### src/rtl/apple_sound_pkg.sv
// Shared constants, types and helpers for the Apple II sound slaves.
package apple_sound_pkg;

    // Default soft-switch addresses of the two classic 1-bit outputs.
    localparam logic [15:0] A2_SPKR_ADDR = 16'hC030;
    localparam logic [15:0] A2_CASS_ADDR = 16'hC020;

    localparam int SAMPLE_W_DEF = 16;

    typedef logic signed [SAMPLE_W_DEF-1:0] sample_t;

    // Clamp a signed value into the range of a w-bit signed sample (w <= 31).
    // The result stays 32 bits wide; the caller truncates to w bits.
    function automatic logic signed [31:0] sat_signed(input logic signed [31:0] v,
                                                      input int                 w);
        logic signed [31:0] hi;
        logic signed [31:0] lo;
        hi = (32'sd1 <<< (w - 1)) - 32'sd1;
        lo = -(32'sd1 <<< (w - 1));
        if (v > hi) begin
            return hi;
        end else if (v < lo) begin
            return lo;
        end
        return v;
    endfunction

endpackage

### src/rtl/apple_speaker_pcm_toggle_channel.sv
// One soft-switch toggle channel: polarity bit, magnitude with idle timeout
// and linear decay, and the resulting signed level.
module toggle_channel
    import apple_sound_pkg::*;
#(
    parameter int                  SAMPLE_W   = 16,
    parameter int                  TIMEOUT_W  = 24,
    parameter logic [SAMPLE_W-1:0] AMP        = 16'h2000,
    parameter logic [SAMPLE_W-1:0] DECAY_STEP = 16'h0010,
    parameter logic [15:0]         ADDR       = A2_SPKR_ADDR
) (
    input  logic                       clk_i,
    input  logic                       rst_ni,
    input  logic                       phi1_i,
    input  logic [15:0]                addr_i,
    input  logic                       m2sel_n_i,
    output logic signed [SAMPLE_W-1:0] lvl_o,
    output logic                       spk_nxt_o
);

    // Magnitude never needs the sign bit: AMP is below 2^(SAMPLE_W-1).
    localparam int               MAG_W  = SAMPLE_W - 1;
    localparam logic [MAG_W-1:0] AMP_M  = AMP[MAG_W-1:0];
    localparam logic [MAG_W-1:0] STEP_M = DECAY_STEP[MAG_W-1:0];

    logic                 hit;
    logic                 bit_q, bit_d;
    logic [MAG_W-1:0]     mag_q, mag_d;
    logic [TIMEOUT_W-1:0] tmo_q, tmo_d;

    assign hit = phi1_i & ~m2sel_n_i & (addr_i == ADDR);

    // Next state: a hit reloads everything; otherwise each phi1 tick first
    // runs the idle timeout down, then decays the magnitude towards zero.
    always_comb begin
        bit_d = bit_q;
        mag_d = mag_q;
        tmo_d = tmo_q;
        if (hit) begin
            bit_d = ~bit_q;
            mag_d = AMP_M;
            tmo_d = '1;
        end else if (phi1_i) begin
            if (tmo_q != '0) begin
                tmo_d = tmo_q - TIMEOUT_W'(1);
            end else if (mag_q > STEP_M) begin
                mag_d = mag_q - STEP_M;
            end else begin
                mag_d = '0;
            end
        end
    end

    // Channel state register.
    always_ff @(posedge clk_i or negedge rst_ni) begin
        if (!rst_ni) begin
            bit_q <= 1'b0;
            mag_q <= '0;
            tmo_q <= '0;
        end else begin
            bit_q <= bit_d;
            mag_q <= mag_d;
            tmo_q <= tmo_d;
        end
    end

    assign lvl_o     = bit_q ? $signed({1'b0, mag_q}) : -$signed({1'b0, mag_q});
    // Legacy speaker level is taken from the state being loaded this cycle.
    assign spk_nxt_o = bit_d & (tmo_d != '0);

endmodule

### src/rtl/apple_speaker_pcm.sv
// Multi-channel PCM successor to the Apple II 1-bit speaker: N toggle
// channels mixed into one saturated signed sample, plus the legacy 1-bit level.
module apple_speaker_pcm
    import apple_sound_pkg::*;
#(
    parameter int                        NUM_CH     = 2,
    parameter logic [NUM_CH-1:0][15:0]   CH_ADDR    = {A2_CASS_ADDR, A2_SPKR_ADDR},
    parameter int                        SAMPLE_W   = 16,
    parameter logic [SAMPLE_W-1:0]       AMP        = 16'h2000,
    parameter int                        TIMEOUT_W  = 24,
    parameter logic [SAMPLE_W-1:0]       DECAY_STEP = 16'h0010
) (
    input  logic                       clk_logic,
    input  logic                       system_reset_n,
    input  logic                       phi1_posedge,
    input  logic [15:0]                addr,
    input  logic                       m2sel_n,
    input  logic                       enable,
    output logic signed [SAMPLE_W-1:0] audio_o,
    output logic                       audio_valid_o,
    output logic                       speaker_o
);

    // Headroom for summing NUM_CH full-scale levels without overflow.
    localparam int SUM_W = SAMPLE_W + $clog2(NUM_CH) + 1;

    logic signed [SAMPLE_W-1:0] lvl [NUM_CH];
    logic                       spk_nxt [NUM_CH];

    logic signed [SUM_W-1:0]    sum_d;
    logic signed [SAMPLE_W-1:0] sat_d;

    logic                       tick_q;
    logic signed [SAMPLE_W-1:0] audio_q;
    logic                       valid_q;
    logic                       spk_q;

    for (genvar g = 0; g < NUM_CH; g++) begin : g_ch
        toggle_channel #(
            .SAMPLE_W  (SAMPLE_W),
            .TIMEOUT_W (TIMEOUT_W),
            .AMP       (AMP),
            .DECAY_STEP(DECAY_STEP),
            .ADDR      (CH_ADDR[g])
        ) u_ch (
            .clk_i    (clk_logic),
            .rst_ni   (system_reset_n),
            .phi1_i   (phi1_posedge),
            .addr_i   (addr),
            .m2sel_n_i(m2sel_n),
            .lvl_o    (lvl[g]),
            .spk_nxt_o(spk_nxt[g])
        );
    end

    // Mixer: widen and sum every channel level, then clamp to the sample range.
    always_comb begin
        sum_d = '0;
        for (int i = 0; i < NUM_CH; i++) begin
            sum_d = sum_d + SUM_W'(lvl[i]);
        end
        sat_d = SAMPLE_W'(sat_signed(32'(sum_d), SAMPLE_W));
    end

    // Output stage: tick_q marks that channel state was just refreshed by a
    // phi1 tick, so the mixed sample is captured (and flagged valid) one cycle later.
    always_ff @(posedge clk_logic or negedge system_reset_n) begin
        if (!system_reset_n) begin
            tick_q  <= 1'b0;
            audio_q <= '0;
            valid_q <= 1'b0;
            spk_q   <= 1'b0;
        end else begin
            tick_q  <= phi1_posedge;
            valid_q <= tick_q;
            spk_q   <= spk_nxt[0] & enable;
            if (tick_q) begin
                audio_q <= enable ? sat_d : '0;
            end
        end
    end

    assign audio_o       = audio_q;
    assign audio_valid_o = valid_q;
    assign speaker_o     = spk_q;

endmodule

### config.mk
export PLATFORM = sky130hd
export DESIGN_NAME = apple_speaker_pcm
export DESIGN_NICKNAME = d
export VERILOG_FILES = /design/src/rtl/apple_sound_pkg.sv /design/src/rtl/apple_speaker_pcm_toggle_channel.sv /design/src/rtl/apple_speaker_pcm.sv
export SDC_FILE = /design/constraint.sdc
export NUM_CORES = 1
export LEC_CHECK = 0
export ABC_AREA = 1
export CELL_PAD_IN_SITES_DETAIL_PLACEMENT = 1
export CELL_PAD_IN_SITES_GLOBAL_PLACEMENT = 1
export CORE_MARGIN = 4
export CORE_UTILIZATION = 44
export CTS_CLUSTER_DIAMETER = 100
export DETAILED_ROUTE_END_ITERATION = 7
export GPL_TIMING_DRIVEN = 0
export PLACE_DENSITY = 0.85
export SLEW_MARGIN = 30
export SYNTH_ARGS = -nofsm -noshare
export SYNTH_HDL_FRONTEND = slang
export SYNTH_SLANG_ARGS = --single-unit
### constraint.sdc
create_clock -name clk_logic -period 3.8 [get_ports clk_logic]
set_clock_uncertainty 0.1 [all_clocks]
set_input_delay 0.76 -clock clk_logic [delete_from_list [all_inputs] [get_ports clk_logic]]
set_output_delay 0.76 -clock clk_logic [all_outputs]
set_load 0.02 [all_outputs]
==> results.yml <==
outcome:
  outcome: "finished, final reports clean"
layout:
  antenna_cells: 0
  fillers: 1916
  area_delta_synth_final_pct: 15.4
  multiInputGateArea_um2: 3780
  post-route-util_pct: 51.7
  layout-drive-gt1-share_pct: 8.37
  layout.cells.non_filler: 1187
  regArea_um2: 2250
  fin_nets: 1042
sta:
  period_share_pct: 91.4
  finalCriticalPeriod_ns: 3.47
  max_slew_margin_pct: 62.9
  clock.fmax_ghz: 0.288
  hold_violations: 0
  finalSetupViolations: 0
  rsz0062_at_grt: "false"
  slew_violations: 0
  tightest_slew_ns: 0.557
die:
  chipWidth_um: 130
  rows: 44
  core_area_um2: 14500
  dieHeight_um: 130
  ios: 39
  start_util_pct: 44.8
  die_area_um2: 16800
clock_network:
  cts_buffer_depth: 2
  clk_latency_ns: 0.36
  ctsHtreeMaxLevel: 3
  path_clk_slew_ns: 0.07
  cts_tree: "yes"
  clockRootBuffer: "clkbuf_16"
  hold_buffers: 0
  cts_buffers: 9
  cts_sinks: 90
yosys:
  ys_types: 39
  yosys-top-cells-area: "dfrtp_1, nand2_1, nor2_1, nand3_1, inv_1"
  synth-seq-cells: 90
  synth_top_cells_by_count: "nand2_1, nor2_1, inv_1"
  synth_cells: 945
  syn_area_per_cell_um2: 6.90
  synth_area_um2: 6520
  async_flop_share_pct: 100
  synth-main-ff-cell: "dfrtp_1"
  synth-warning-count: 0
  synth_edf_count: 0
  ys_seq_area_share_pct: 34.6
  synth_top_area_share_pct: 34.6
  yosysTopAreaCell: "dfrtp_1"
  synthMostInstantiatedCell: "nand2_1"
worst_setup_path:
  crit_top_cell: "nand2_1"
  critical_path_buf_inv_count: 3
  path_max_fanout: 10
  worst_setup_path_end_kind: "register"
  crit_slowest_cell: "dfrtp_2"
  crit_chain: "nor2_1 > nand2_1 > nor2_1 > inv_1 > nor4_4 > xor2_1 > a21oi_1 > ha_2 > nand2_1 > inv_1 > nand3_1 > nor3_1 > nand2_1 > nand3_1 > nand2_1 > nand4_1 > buf_2 > nand3_1 > nand2_1 > nand2_1"
  cpPeakStageDelay_ns: 0.46
  startpoint_type: "register"
  critical-path-top-delay-family: "simple AND/OR/NAND/NOR gates"
  critical_path_arrival_ns: 3.62
  cp-startpoint: "g_ch[1].u_ch.mag_q[6]"
  r2r_start: "g_ch[1].u_ch.mag_q[6]"
  required_ns: 3.95
  critPathKind: "reg2reg"
placed_design:
  io_buffers: 38
  hpwl_um: 14700
  dp_cells: 1170
  gp_congestion: 0.857
global_route:
  overflow: 0
  grt_pass1_wl_um: 31700
  antenna_found_initial: 0
  grt_max_degree: 52
  grt_use_total_pct: 23.6
  first_global_vias: 6606
route:
  drc_errors: 0
  vias: 6293
  vias_per_cell: 5.30
  totalWireLength_um: 18900
  postRouteAntennaNets: 0
  dr.pass1.iters: 4
  avgRoutedWirePerCell_um: 15.9
  drt_iter0_markers: 295
worst_hold_path:
  holdCritPathClass: "in2async"
power_and_ir_drop:
  cellPowerDensity_nw_per_um2: 459
  ir_drop_uv: 257
  leakage_nw: 3.63
run:
  drv_cap: 0
-- report_power, final --
| group | internal, mW | leakage [nW] | switching [mW] | total, mW |
|---|---|---|---|---|
| Sequential | 1.13 | 1.12 | 0.215 | 1.35 |
| Clock | 0.515 | 0.142 | 0.433 | 0.948 |
| Combinational | 0.403 | 2.37 | 0.750 | 1.15 |
-- state kept, by name, indices dropped and copies added (netlist names) --
register,flops
g_ch.u_ch.tmo_q,48
g_ch.u_ch.mag_q,22
audio_o,15
g_ch.u_ch.bit_q,2
speaker_o,1
audio_valid_o,1
tick_q,1
-- worst paths after layout --
check | end | cells past startpoint | slack [ns]
max | audio_o[13] | 20 | 0.33
min | g_ch[1].u_ch.tmo_q[13] | 1 | 0.21
max reg2reg | audio_o[13] | 20 | 0.33
min reg2reg | audio_o[5] | 2 | 0.38
max in group asynchronous | g_ch[0].u_ch.mag_q[4] | 2 | 2.78
min in group clk_logic | audio_o[5] | 2 | 0.38
-- cell families after synthesis --
family / after synthesis / synth area share [%]
other: 2 / 0.115
buffers and inverters: 133 / 8.18
XOR/XNOR: 48 / 6.45
adder cells (fa/ha/maj): 23 / 4.53
AND/OR/NAND/NOR: 553 / 37.9
AO/OA/AOI/OAI: 96 / 8.31
flip-flops: 90 / 34.6
-- stage by stage --
stage          hold WS (ns)  cell area [µm²]  power [mW]  worst slack (ns)  TNS [ns]
3_3_place_gp          0.363             7140        2.45             -1.60   -142.99
4_1_cts               0.215             7470        3.47            0.0110         0
5_1_grt               0.236             7520        3.69            0.0145         0
3_5_place_dp          0.367             7160        2.50            0.0619         0
6_report              0.205             7520        3.45             0.328         0
2_1_floorplan         0.274             6530        2.15             0.762         0
-- layout make-up --
type	count	area share, %
multi-input combinational	724	50.3
sequential	90	30.0
inverter	117	5.91
timing repair buffer	40	5.54
tap	184	3.06
clock buffer	9	3.00
buffer	16	1.21
clock inverter	7	1.01
-- cells in the final DEF, fill, tap and decap left out, types with 5 or more instances in the layout --
cell,count
xor2_1,36
inv_1,106
clkdlybuf4s50_1,37
o21ai_0,38
ha_1,21
nand2_1,223
nor2_2,12
nor3_1,14
o21ai_1,10
nand3_1,89
nor2_1,157
inv_2,9
dfrtp_1,88
nor2_4,8
clkbuf_16,9
nand4_1,29
clkbuf_1,5
a21oi_1,31
nand2_2,5
xnor2_1,12
-- worst reg2reg max path: stages, from the launching register on --
cell and delay [ns]:
dfrtp_2 0.46, nor2_1 0.12, nand2_1 0.11, nor2_1 0.17, inv_1 0.12, nor4_4 0.19, xor2_1 0.24, a21oi_1 0.14
ha_2 0.42, nand2_1 0.11, inv_1 0.09, nand3_1 0.07, nor3_1 0.17, nand2_1 0.10, nand3_1 0.08, nand2_1 0.07
nand4_1 0.15, buf_2 0.24, nand3_1 0.11, nand2_1 0.07, nand2_1 0.05
-- layer usage --
metal | global-route usage, % | routed length [µm]
met1 | 29.8 | 8710
met2 | 42.3 | 9530
met3 | 3.19 | 377
met4 | 6.42 | 297
met5 | 0 | 0
-- timing repair --
action                                  in CTS  in global routing
resized for setup                            0                 13
endpoints found under the setup margin       0                 14
buffers inserted                             0                  1
No activity file was read; power rests on OpenSTA's default activity.
